**src/rtl/dot8_accum_seq.sv**
```systemverilog
// dot8_accum_seq: drives an external pipelined int8 dot-product PE over a K-word
// operand stream and accumulates the partial sums. Define DOT8_ACC_SAT_EN for a saturating accumulate and sat_flag_o.
module dot8_accum_seq #(
  parameter int LATENCY   = 2,
  parameter int MAX_LEN   = 64,
  parameter int TAG_WIDTH = 8
) (
  input  logic                         clk_i,
  input  logic                         reset_i,
  input  logic                         cmd_valid_i,
  output logic                         cmd_ready_o,
  input  logic [$clog2(MAX_LEN+1)-1:0] cmd_len_i,
  input  logic [31:0]                  cmd_init_i,
  input  logic [TAG_WIDTH-1:0]         cmd_tag_i,
  input  logic                         op_valid_i,
  output logic                         op_ready_o,
  input  logic [31:0]                  op_a_i,
  input  logic [31:0]                  op_b_i,
  output logic                         pe_enable_o,
  output logic [31:0]                  pe_a_o,
  output logic [31:0]                  pe_b_o,
  input  logic [31:0]                  pe_result_i,
  output logic                         res_valid_o,
  input  logic                         res_ready_i,
  output logic [31:0]                  res_data_o,
  output logic [TAG_WIDTH-1:0]         res_tag_o
`ifdef DOT8_ACC_SAT_EN
  ,
  output logic                         sat_flag_o
`endif
);

  // state | meaning
  // IDLE  | waiting for a command, cmd_ready high
  // ISSUE | feeding operands (or bubbles) into the PE every cycle
  // DRAIN | operands done, advancing the PE until the last result is summed
  // DONE  | result presented, held until res_ready

  localparam int LEN_W = $clog2(MAX_LEN+1);
  localparam int OUT_W = $clog2(LATENCY+1);
  localparam logic [LEN_W-1:0] MAX_LEN_W = LEN_W'(MAX_LEN);

  typedef enum logic [1:0] {IDLE, ISSUE, DRAIN, DONE} state_t;

  state_t               state_q;
  logic                 cmd_ready_q;
  logic                 op_ready_q;
  logic                 pe_enable_q;
  logic                 res_valid_q;
  logic [LEN_W-1:0]     rem_q, rem_d;
  logic [LEN_W-1:0]     len_clamped;
  logic [OUT_W-1:0]     out_q, out_d;
  logic [LATENCY-1:0]   vld_q, vld_d;
  logic [31:0]          acc_q, acc_d, acc_sum;
  logic [31:0]          res_data_q;
  logic [TAG_WIDTH-1:0] tag_q, res_tag_q;
  logic                 cmd_fire, op_fire, acc_hit, res_fire;
`ifdef DOT8_ACC_SAT_EN
  logic [32:0]          sum_ext;
  logic                 sat_hit;
  logic                 sat_q, sat_d;
`endif

  always_comb begin
    cmd_fire    = cmd_valid_i & cmd_ready_q;
    op_fire     = op_valid_i & op_ready_q;
    acc_hit     = vld_q[LATENCY-1] & pe_enable_q;
    res_fire    = res_valid_q & res_ready_i;
    len_clamped = (cmd_len_i > MAX_LEN_W) ? MAX_LEN_W : cmd_len_i;

`ifdef DOT8_ACC_SAT_EN
    sum_ext = {acc_q[31], acc_q} + {pe_result_i[31], pe_result_i};
    sat_hit = sum_ext[32] ^ sum_ext[31];
    if (sat_hit) acc_sum = sum_ext[32] ? 32'h8000_0000 : 32'h7FFF_FFFF;
    else         acc_sum = sum_ext[31:0];
    sat_d = sat_q;
    if (cmd_fire)               sat_d = 1'b0;
    else if (acc_hit & sat_hit) sat_d = 1'b1;
`else
    acc_sum = acc_q + pe_result_i;
`endif

    acc_d = acc_q;
    if (cmd_fire)     acc_d = cmd_init_i;
    else if (acc_hit) acc_d = acc_sum;

    // shadow valid bits track which PE slots hold real operands
    vld_d = vld_q;
    if (pe_enable_q) vld_d = LATENCY'({vld_q, op_fire});

    rem_d = rem_q;
    if (cmd_fire)     rem_d = len_clamped;
    else if (op_fire) rem_d = rem_q - LEN_W'(1);

    out_d = out_q;
    if (op_fire && !acc_hit)      out_d = out_q + OUT_W'(1);
    else if (!op_fire && acc_hit) out_d = out_q - OUT_W'(1);
  end

  always_ff @(posedge clk_i) begin
    if (!reset_i) begin
      state_q     <= IDLE;
      cmd_ready_q <= 1'b1;
      op_ready_q  <= 1'b0;
      pe_enable_q <= 1'b0;
      res_valid_q <= 1'b0;
      rem_q       <= '0;
      out_q       <= '0;
      vld_q       <= '0;
      acc_q       <= '0;
      res_data_q  <= '0;
      tag_q       <= '0;
      res_tag_q   <= '0;
`ifdef DOT8_ACC_SAT_EN
      sat_q       <= 1'b0;
`endif
    end else begin
      acc_q <= acc_d;
      vld_q <= vld_d;
      rem_q <= rem_d;
      out_q <= out_d;
`ifdef DOT8_ACC_SAT_EN
      sat_q <= sat_d;
`endif
      case (state_q)
        IDLE: begin
          if (cmd_fire) begin
            tag_q       <= cmd_tag_i;
            cmd_ready_q <= 1'b0;
            if (len_clamped != '0) begin
              state_q     <= ISSUE;
              op_ready_q  <= 1'b1;
              pe_enable_q <= 1'b1;
            end else begin
              state_q     <= DONE;
              res_valid_q <= 1'b1;
              res_data_q  <= acc_d;
              res_tag_q   <= cmd_tag_i;
            end
          end
        end
        ISSUE: begin
          if (op_fire && rem_q == LEN_W'(1)) begin
            state_q    <= DRAIN;
            op_ready_q <= 1'b0;
          end
        end
        DRAIN: begin
          if (acc_hit && out_q == OUT_W'(1)) begin
            state_q     <= DONE;
            pe_enable_q <= 1'b0;
            res_valid_q <= 1'b1;
            res_data_q  <= acc_d;
            res_tag_q   <= tag_q;
          end
        end
        DONE: begin
          if (res_fire) begin
            state_q     <= IDLE;
            res_valid_q <= 1'b0;
            cmd_ready_q <= 1'b1;
          end
        end
        default: state_q <= IDLE;
      endcase
    end
  end

  assign cmd_ready_o = cmd_ready_q;
  assign op_ready_o  = op_ready_q;
  assign pe_enable_o = pe_enable_q;
  assign pe_a_o      = op_a_i;
  assign pe_b_o      = op_b_i;
  assign res_valid_o = res_valid_q;
  assign res_data_o  = res_data_q;
  assign res_tag_o   = res_tag_q;
`ifdef DOT8_ACC_SAT_EN
  assign sat_flag_o  = sat_q;
`endif

endmodule

```
**config.mk**
```make
export PLATFORM = sky130hd
export DESIGN_NAME = dot8_accum_seq
export DESIGN_NICKNAME = d
export VERILOG_FILES = /design/src/rtl/dot8_accum_seq.sv
export SDC_FILE = /design/constraint.sdc
export NUM_CORES = 1
export LEC_CHECK = 0
export ABC_AREA = 1
export CAP_MARGIN = 20
export CORE_MARGIN = 2
export CORE_UTILIZATION = 35
export DETAILED_ROUTE_END_ITERATION = 12
export DONT_BUFFER_PORTS = 1
export PLACE_DENSITY = 0.52
export SLEW_MARGIN = 10
export SYNTH_ARGS = -nofsm -noshare
export SYNTH_HDL_FRONTEND = slang
export SYNTH_SLANG_ARGS = --single-unit
```
**constraint.sdc**
```tcl
create_clock -name clk_i -period 3.8 [get_ports clk_i]
set_input_delay 0.76 -clock clk_i [delete_from_list [all_inputs] [get_ports clk_i]]
set_output_delay 0.76 -clock clk_i [all_outputs]
set_load 0.005 [all_outputs]
```
==> reports/metrics.cfg, run 1 <==
[status]
outcome = complete, no violations

[clock_network]
cts.clk_slew.worst_paths_ns = 0.07
tritoncts = done
ctsHtreeMaxLevel = 3
cts_made_buffers = 9
clock_latency_ns = 0.34
cts_sinks = 97
clockRootBuffer = clkbuf_16
post_cts_buffers = 0
cts_buffer_depth = 2
cts_resized = 0
ctsHoldBuffers = 0

[logic_synthesis]
muxShareOfSynthArea_pct = 0.1400
synth_compound_area_share_pct = 12.27
synth_adder_area_share_pct = 7.282
syn_nets = 1357
seq_area_frac_synth_pct = 27.17
synth_area_per_cell_um2 = 6.120
synth_simple_gate_area_share_pct = 32.61
ys_types = 35
synth_top_area_share_pct = 27.17
yosysWarningCount = 0
synth_seq_cells = 97
syn_inst = 1168
synth_top_family_by_area = simple AND/OR/NAND/NOR gates
synth_area_leader_cell = dfxtp_1
syn_area_um2 = 7148
synthTopCellsByArea = dfxtp_1, nand2_1, inv_1
synthXorXnorAreaFrac_pct = 2.573

[die]
io_pins = 256
fp.dieW_um = 146.9
std_cell_rows = 52
die-area_um2 = 21580
start_util_pct = 35.44
die_y_um = 146.9
core_um2 = 20170

[sta]
rsz0062_at_grt = false
setup_viol = 0
finClkSkew_ns = 0.01325
max_clock_freq_mhz = 401.4
post-route-period-util_pct = 65.56
relSlewSlack_pct = 58.88
tns_ns = 0
slew_viol_final = 0
worst_pin_slew_ns = 0.6130
period_minus_slack_ns = 2.491
setup_ws_ns = 1.309
hold_viol = 0

[detailed_routing]
vias = 6377
wirelength_um = 19780
drc = 0
viasPerCell = 4.675
drt_iter0_drc = 345
dr.pass1.iters = 4
ant_nets = 0
wl_per_cell_um = 14.50

[critical_path]
cp_max_fo = 64
crit_path_end_kind = flip-flop
rr_worst_depth = 10
required_ns = 4.04
arrival_ns = 2.73
start_kind = flip-flop
crit_type = flip-flop to flip-flop

[global_routing]
grt_start_max_net_pins = 65
grt_pass1_vias = 6054
grt_pass1_wl_um = 31660
gr-usage-all-layers_pct = 18.25
grt_overflow_total = 0
antenna_found_initial = 0

[finish]
layout_common_cells = nand2_1, inv_1, nor2_1
fill_cells = 2239
synthToLayoutAreaGrowth_pct = 1.540
n_antenna_cell = 0
register_area_um2 = 1942
final_common_cell = nand2_1
drive_above_1_share_pct = 3.382
multi_input_area_um2 = 3923
layout.nets = 1279
stdcell_area_um2 = 7258

[placed_design]
place_congestion = 0.8614
placed_area_um2 = 6917
hpwl_um = 15540
io_buffers = 0
preCtsSetupSlack_ns = 1.073

[power]
peakVddDrop_uv = 285.6
p_leak_nw = 3.774
power_w = 0.004081
p_per_area_nw_per_um2 = 562.2

[min_path]
min_path_cells = 2
worstHoldPathType = flip-flop to flip-flop

[run]
maxCapViolCount = 0

[logic make-up after synthesis]
| family | count (synthesis) |
|---|---|
| xor+xnor | 21 |
| compound gates | 160 |
| mux | 1 |
| simple gates | 577 |
| flops | 97 |
| fa+ha+maj | 41 |
| buf+inv | 271 |
[final cells by class]
| type | instances | area share, % |
|---|---|---|
| Tap cell | 270 | 4.654 |
| Multi-Input combinational cell | 800 | 54.04 |
| Clock buffer | 9 | 3.103 |
| Sequential cell | 97 | 26.75 |
| Inverter | 175 | 9.050 |
| Clock inverter | 6 | 1.327 |
| Timing Repair Buffer | 7 | 1.069 |
[worst paths after layout]
| check | startpoint | endpoint | slack, ns |
|---|---|---|---|
| hold / removal | vld_q[0] | vld_q[1] | 0.44 |
| setup reg to reg | state_q[0] | res_data_o[29] | 1.31 |
| hold reg to reg | vld_q[0] | vld_q[1] | 0.44 |
| setup / recovery | state_q[0] | res_data_o[29] | 1.31 |
[stage by stage]
stage / hold WS (ns) / util (%) / cells
2_1_floorplan: 0.4205 / - / 1168
3_3_place_gp: 0.4300 / 34.29 / 1348
3_5_place_dp: 0.4342 / 34.29 / 1348
4_1_cts: 0.4459 / 35.89 / 1363
5_1_grt: 0.4679 / 35.99 / 1364
6_report: 0.4439 / 35.99 / 1364
[power by group]
part | internal (W) | switching, W | leakage (nW)
clock network | 0.000583 | 0.000413 | 0.154
registers | 0.00126 | 0.000199 | 0.795
logic | 0.000582 | 0.00104 | 2.82
total | 0.00243 | 0.00165 | 3.77
[cells in the mapped netlist]
cell,n
nand2_1,338
inv_1,169
nor2_1,133
dfxtp_1,97
nand3_1,84
buf_4,67
a21oi_1,65
o21ai_0,58
ha_1,40
clkbuf_1,17
xnor2_1,13
buf_2,12
a31oi_1,11
xor2_1,8
o211ai_1,7
o21bai_1,7
or2_2,6
nand4_1,5
inv_2,4
nor3_1,4
a211oi_1,2
a21o_1,2
a221oi_1,2
and2_1,2
clkinv_1,2
nor2_4,2
o21ai_1,2
o22ai_1,2
fa_1,1
mux2i_1,1
nand2_2,1
nor2_2,1
o21ai_2,1
o221ai_1,1
or2_1,1
[state kept, by name (all words and copies together) (netlist names)]
register	cells
res_valid_o	1
vld_q	2
tag_q	8
rem_q	7
res_tag_o	8
op_ready_o	1
acc_q	32
out_q	2
pe_enable_o	1
state_q	2
res_data_o	32
cmd_ready_o	1
[layer usage]
metal	GRT usage, %	up-vias	routed length (um)
li1	-	3447	-
met1	25.09	2791	9591
met2	28.52	118	8631
met3	5.373	21	1376
met4	3.846	0	180
met5	0	-	0
[critical path, cell delays in order (launching register included)]
cell and delay (ns):
dfxtp_1 0.34, inv_1 0.12, ha_1 0.49, inv_2 0.20, nor2_1 0.17, o21ai_2 0.10, nor2_4 0.35, buf_12 0.32
nand3_1 0.15, nand2_1 0.08, inv_1 0.03
Power figures use the tool's default switching activity.
==> inputs of run 2 (changes only) <==
--- a/config.mk
+++ b/config.mk
@@ -5,7 +5,7 @@
 export SDC_FILE = /design/constraint.sdc
 export NUM_CORES = 1
 export LEC_CHECK = 0
-export ABC_AREA = 1
+export ABC_AREA = 0
 export CAP_MARGIN = 20
 export CORE_MARGIN = 2
 export CORE_UTILIZATION = 35
==> constraint.sdc (replaced) <==
create_clock -name clk_i -period 2.5 [get_ports clk_i]
set_input_delay 0.5 -clock clk_i [delete_from_list [all_inputs] [get_ports clk_i]]
set_output_delay 0.5 -clock clk_i [all_outputs]
set_load 0.005 [all_outputs]
==> reports/metrics.cfg, run 2 <==
[status]
outcome = finished, violations left
violations = negative setup slack

[min_path]
min_path_cells = 2
min_from = cmd_tag_i[7]
hold_end = tag_q[7]
worstHoldPathType = primary input to flip-flop

[sta]
relSlewSlack_pct = 51.79
setup_ws_ns = -0.4576
tns_ns = -6.866
slew_viol_final = 0
setup_viol = 34
max_clock_freq_mhz = 338.1
whs_ns = 0.2679
finClkSkew_ns = 0.01417
period_minus_slack_ns = 2.958
rsz0062_at_grt = true
post-route-period-util_pct = 118.3
worst_pin_slew_ns = 0.7205
hold_viol = 0

[detailed_routing]
vias = 5761
ant_nets = 0
wirelength_met1_um = 9071
route.met2.wl_um = 9258
wl_per_cell_um = 19.21
viasPerCell = 5.550
dr.pass1.iters = 5
drt_iter0_drc = 407
topRoutingLayerUsed = met4
wirelength_um = 19940
wl_met3_um = 1234
drc = 0

[critical_path]
crit_path_end_kind = flip-flop
rr_worst_depth = 11
cp_cell_sequence = ha_4 -> fa_2 -> a21o_1 -> a221o_1 -> a41oi_2 -> a2111oi_4 -> o21a_1 -> o211a_1 -> or3_1 -> a31oi_2 -> a21oi_1
r2r_slack_ns = -0.46
max_stage_delay_ns = 0.34
crit_type = flip-flop to flip-flop
start_kind = flip-flop
required_ns = 2.75
reg2reg_to = res_data_o[30]
cp_max_fo = 2
crit_path_top_delay_cell = fa_2
arrival_ns = 3.21
r2r_start = acc_q[0]

[die]
die_y_um = 138.4
die-area_um2 = 19150
fp.dieW_um = 138.4
io_pins = 256
start_util_pct = 35.44
std_cell_rows = 49
core_um2 = 17840

[finish]
layout_common_cells = dfxtp_1, buf_4, nand2_1
fin_util_pct = 42.04
fill_cells = 1725
layout.nets = 993
n_antenna_cell = 0
final_common_cell = dfxtp_1
drive_above_1_share_pct = 23.73
synthToLayoutAreaGrowth_pct = 18.64
stdcell_area_um2 = 7501

[clock_network]
clock_latency_ns = 0.37
ctsHtreeMaxLevel = 3
ctsHoldBuffers = 0
cts.clk_slew.worst_paths_ns = 0.08
cts_made_buffers = 9
clockRootBuffer = clkbuf_16
tritoncts = done
cts_sinks = 97
cts_buffer_depth = 2

[power]
power_w = 0.007242
p_leak_nw = 3.065
peakVddDrop_uv = 556.8
p_per_area_nw_per_um2 = 965.5

[logic_synthesis]
synth_edf_count = 0
syn_inst = 799
yosysWarningCount = 0
synth.top_cells.by_count = dfxtp_1, nand2_1, a21oi_1, buf_4, nor2_1
seq_area_frac_synth_pct = 30.71
synthTopCellsByArea = dfxtp_1, ha_1, buf_4
syn_area_um2 = 6322
synth_seq_cells = 97
synth_top_flop_cell = dfxtp_1
synth_top_area_share_pct = 30.71
synth_area_leader_cell = dfxtp_1
synth_async_sr_flop_share_pct = 0
syn_nets = 988
synth_most_common_cell = dfxtp_1
synth_area_per_cell_um2 = 7.913
ys_types = 60

[global_routing]
gr-usage-all-layers_pct = 20.17
antenna_found_initial = 0
grt_overflow_total = 0
grt_pass1_vias = 5754
grt_start_max_net_pins = 45
grt_pass1_wl_um = 31040

[placed_design]
place_congestion = 0.9339
io_buffers = 0
hpwl_um = 14650
placed_area_um2 = 6721

[run]
maxCapViolCount = 0

==> run 2: logic make-up after synthesis <==
group | share of synthesized area (%)
buf+inv | 11.26
compound gates | 24.64
xor+xnor | 3.879
simple gates | 18.90
flops | 30.71
mux | 2.375
fa+ha+maj | 8.233
==> run 2: report_power, final <==
group / internal, W / leakage, nW / switching, W
Sequential: 0.00195 / 0.798 / 0.000325
Clock: 0.000797 / 0.146 / 0.000709
Combinational: 0.00148 / 2.12 / 0.00197
Total: 0.00423 / 3.06 / 0.00301
==> run 2: routing by layer <==
layer | vias to the layer above | track usage [%]
met1 | 2773 | 26.01
met2 | 162 | 32.96
li1 | 2798 | -
met5 | - | 0
met3 | 28 | 4.988
met4 | 0 | 7.089
==> run 2: repair_timing <==
action | 4_1_cts | 5_1_grt
setup buffers | 9 | 12
hold endpoints to repair | 0 | 0
pin swaps | 53 | 27
setup endpoints to repair | 38 | 44
resized for setup | 39 | 39
==> run 2: worst max-delay path, delay by kind of cell (launching register included) <==
family,cells,cell delay [ns]
AOI/OAI and AO/OA,8,1.70
adders and majority gates,2,0.50
DFF,1,0.33
and+or+nand+nor,1,0.32
==> run 2: worst max path at each step <==
stage / from / to / slack (ns) / depth (start not counted)
3_3_place_gp: pe_result_i[0] / acc_q[30] / -0.65 / 11
3_5_place_dp: pe_result_i[0] / res_data_o[30] / -0.69 / 11
2_1_floorplan: pe_result_i[0] / res_data_o[30] / -0.46 / 11
6_report: acc_q[0] / res_data_o[30] / -0.46 / 11
4_1_cts: acc_q[0] / res_data_o[30] / -0.42 / 11
5_1_grt: acc_q[0] / res_data_o[30] / -0.54 / 11
==> run 2: area by class of cell <==
class                   instances  area [um^2]  share of cell area [%]
clock inverters                 7        85.08                   1.134
flip-flops and latches         97         1949                   25.99
clock buffers                   9        225.2                   3.003
multi-input cells             577         4030                   53.73
repair buffers                104        868.3                   11.58
well taps                     229        286.5                   3.820
inverters                      15        56.30                  0.7506
==> run 2: metrics by stage <==
stage,worst slack (ns),cells
2_1_floorplan,-0.4648,799
3_3_place_gp,-0.6535,1005
3_5_place_dp,-0.6884,1005
4_1_cts,-0.4153,1029
5_1_grt,-0.5377,1038
6_report,-0.4576,1038
==> inputs of run 3 (changes only) <==
--- a/config.mk
+++ b/config.mk
@@ -9,9 +9,11 @@
 export CAP_MARGIN = 20
 export CORE_MARGIN = 2
 export CORE_UTILIZATION = 35
+export CTS_BUF_LIST = sky130_fd_sc_hd__clkbuf_8
 export DETAILED_ROUTE_END_ITERATION = 12
 export DONT_BUFFER_PORTS = 1
 export PLACE_DENSITY = 0.52
+export REMOVE_ABC_BUFFERS = 1
 export SLEW_MARGIN = 10
 export SYNTH_ARGS = -nofsm -noshare
 export SYNTH_HDL_FRONTEND = slang
==> reports/metrics.cfg, run 3 (synthesis results as in run 2) <==
[status]
outcome = finished, violations left
violations = negative setup slack

[sta]
slew_viol_final = 0
worst_pin_slew_ns = 0.5574
whs_ns = 0.2330
setup_ws_ns = -0.4223
setup_viol = 34
relSlewSlack_pct = 62.84
post-route-period-util_pct = 116.9
period_minus_slack_ns = 2.922
rsz0062_at_grt = true
max_clock_freq_mhz = 342.2
finClkSkew_ns = 0.01425
hold_viol = 0

[critical_path]
crit_path_top_delay_cell = dfxtp_2
cp_cell_sequence = ha_4 -> fa_2 -> a21o_1 -> a221o_1 -> a41oi_2 -> a2111oi_4 -> o21a_1 -> o211a_1 -> or3_1 -> a31oi_2 -> a21oi_1
crit_start = acc_q[0]
max_stage_delay_ns = 0.35
required_ns = 2.78
r2r_start = acc_q[0]
reg2reg_to = res_data_o[30]
rr_worst_depth = 11
arrival_ns = 3.21
cp_max_fo = 2
r2r_slack_ns = -0.42
start_kind = flip-flop
crit_type = flip-flop to flip-flop
crit_path_end_kind = flip-flop

[min_path]
min_from = cmd_tag_i[3]
hold_end = tag_q[3]
worstHoldPathType = primary input to flip-flop
min_path_cells = 2

[global_routing]
grt_pass1_vias = 5981
grt_start_max_net_pins = 45
antenna_found_initial = 0
gr-usage-all-layers_pct = 24.87
grt_overflow_total = 0
grt_pass1_wl_um = 36650

[placed_design]
place_congestion = 0.8906
hpwl_um = 18340
dp.cells = 1012
placed_area_um2 = 6711
io_buffers = 0

[clock_network]
cts.clk_slew.worst_paths_ns = 0.12
tritoncts = done
clock_latency_ns = 0.40
cts_made_buffers = 9
ctsHtreeMaxLevel = 3
ctsHoldBuffers = 0
clockRootBuffer = clkbuf_8
cts_sinks = 97
cts_buffer_depth = 2

[finish]
synthToLayoutAreaGrowth_pct = 19.10
n_antenna_cell = 0
layout.nets = 1012
fin_util_pct = 42.20
layout_common_cells = buf_4, dfxtp_1, nand2_1
final_common_cell = buf_4
stdcell_count = 1057
stdcell_area_um2 = 7530
drive_above_1_share_pct = 26.21

[die]
fp.dieW_um = 138.4
die-area_um2 = 19150
std_cell_rows = 49
start_util_pct = 35.44
die_y_um = 138.4
core_um2 = 17840
io_pins = 256

[run]
maxCapViolCount = 0

[detailed_routing]
vias = 5985
drc = 0
drt_iter0_drc = 310
dr.pass1.iters = 4
viasPerCell = 5.662
ant_nets = 0
wirelength_um = 24380
wl_per_cell_um = 23.07

[power]
p_comb_share_pct = 51.4
p_per_area_nw_per_um2 = 914.7
p_switching_w = 0.002971
p_clk_share_pct = 15.7
pwr-share-seq_pct = 33.0
peakVddDrop_uv = 527.1
p_leak_nw = 3.106
internal-power_w = 0.003916
p_sw_share_pct = 43.15

[run 3: area by class of cell]
class                           instances  area, um^2
Fill cell                            1776       10310
Multi-Input combinational cell        577        4025
Sequential cell                        97        1949
Timing Repair Buffer                  123        1010
Tap cell                              229       286.5
Clock buffer                            9       123.9
Clock inverter                          7       78.83
Inverter                               15       56.30
[run 3: layer usage]
metal	wire length, um	vias up	track usage (%)
li1	-	2841	-
met1	10570	2810	30.98
met2	10020	298	35.17
met3	3210	28	15.90
met4	330	8	5.317
met5	250	-	10.53
[run 3: worst max path at each step]
| stage | end | slack [ns] | cells after the start |
|---|---|---|---|
| 6_report | res_data_o[30] | -0.42 | 11 |
| 5_1_grt | acc_q[30] | -0.55 | 11 |
| 4_1_cts | res_data_o[30] | -0.40 | 11 |
| 3_5_place_dp | res_data_o[20] | -0.79 | 13 |
| 3_3_place_gp | res_data_o[30] | -0.75 | 11 |
| 2_1_floorplan | res_data_o[21] | -1.09 | 7 |
[run 3: power by group through the flow]
stage | Clock (W) | Sequential [W] | Combinational (W)
after floorplan | 0 | 0.00220 | 0.00199
after global placement | 0 | 0.00229 | 0.00314
after detailed placement | 0 | 0.00230 | 0.00320
after CTS | 0.00114 | 0.00227 | 0.00342
after global routing | 0.00119 | 0.00233 | 0.00392
final | 0.00108 | 0.00227 | 0.00354
[run 3: worst max-delay path, delay by kind of cell (launching register included)]
family          cells  cell delay, ns
fa+ha+maj           2            0.51
flops               1            0.35
compound gates      8            1.64
simple gates        1            0.32
[run 3: timing repair]
action,CTS,global route
setup buffers,23,10
setup endpoints to repair,41,50
resized for setup,62,38
pin swaps,55,51
[run 3: stage by stage]
step           setup WS (ns)  total power, W  setup TNS, ns
6_report             -0.4223        0.006887         -5.551
5_1_grt              -0.5513        0.007444         -11.96
4_1_cts              -0.4011        0.006834         -5.050
3_5_place_dp         -0.7925        0.005501         -19.34
2_1_floorplan         -1.086        0.004187         -30.96
3_3_place_gp         -0.7507        0.005428         -17.97
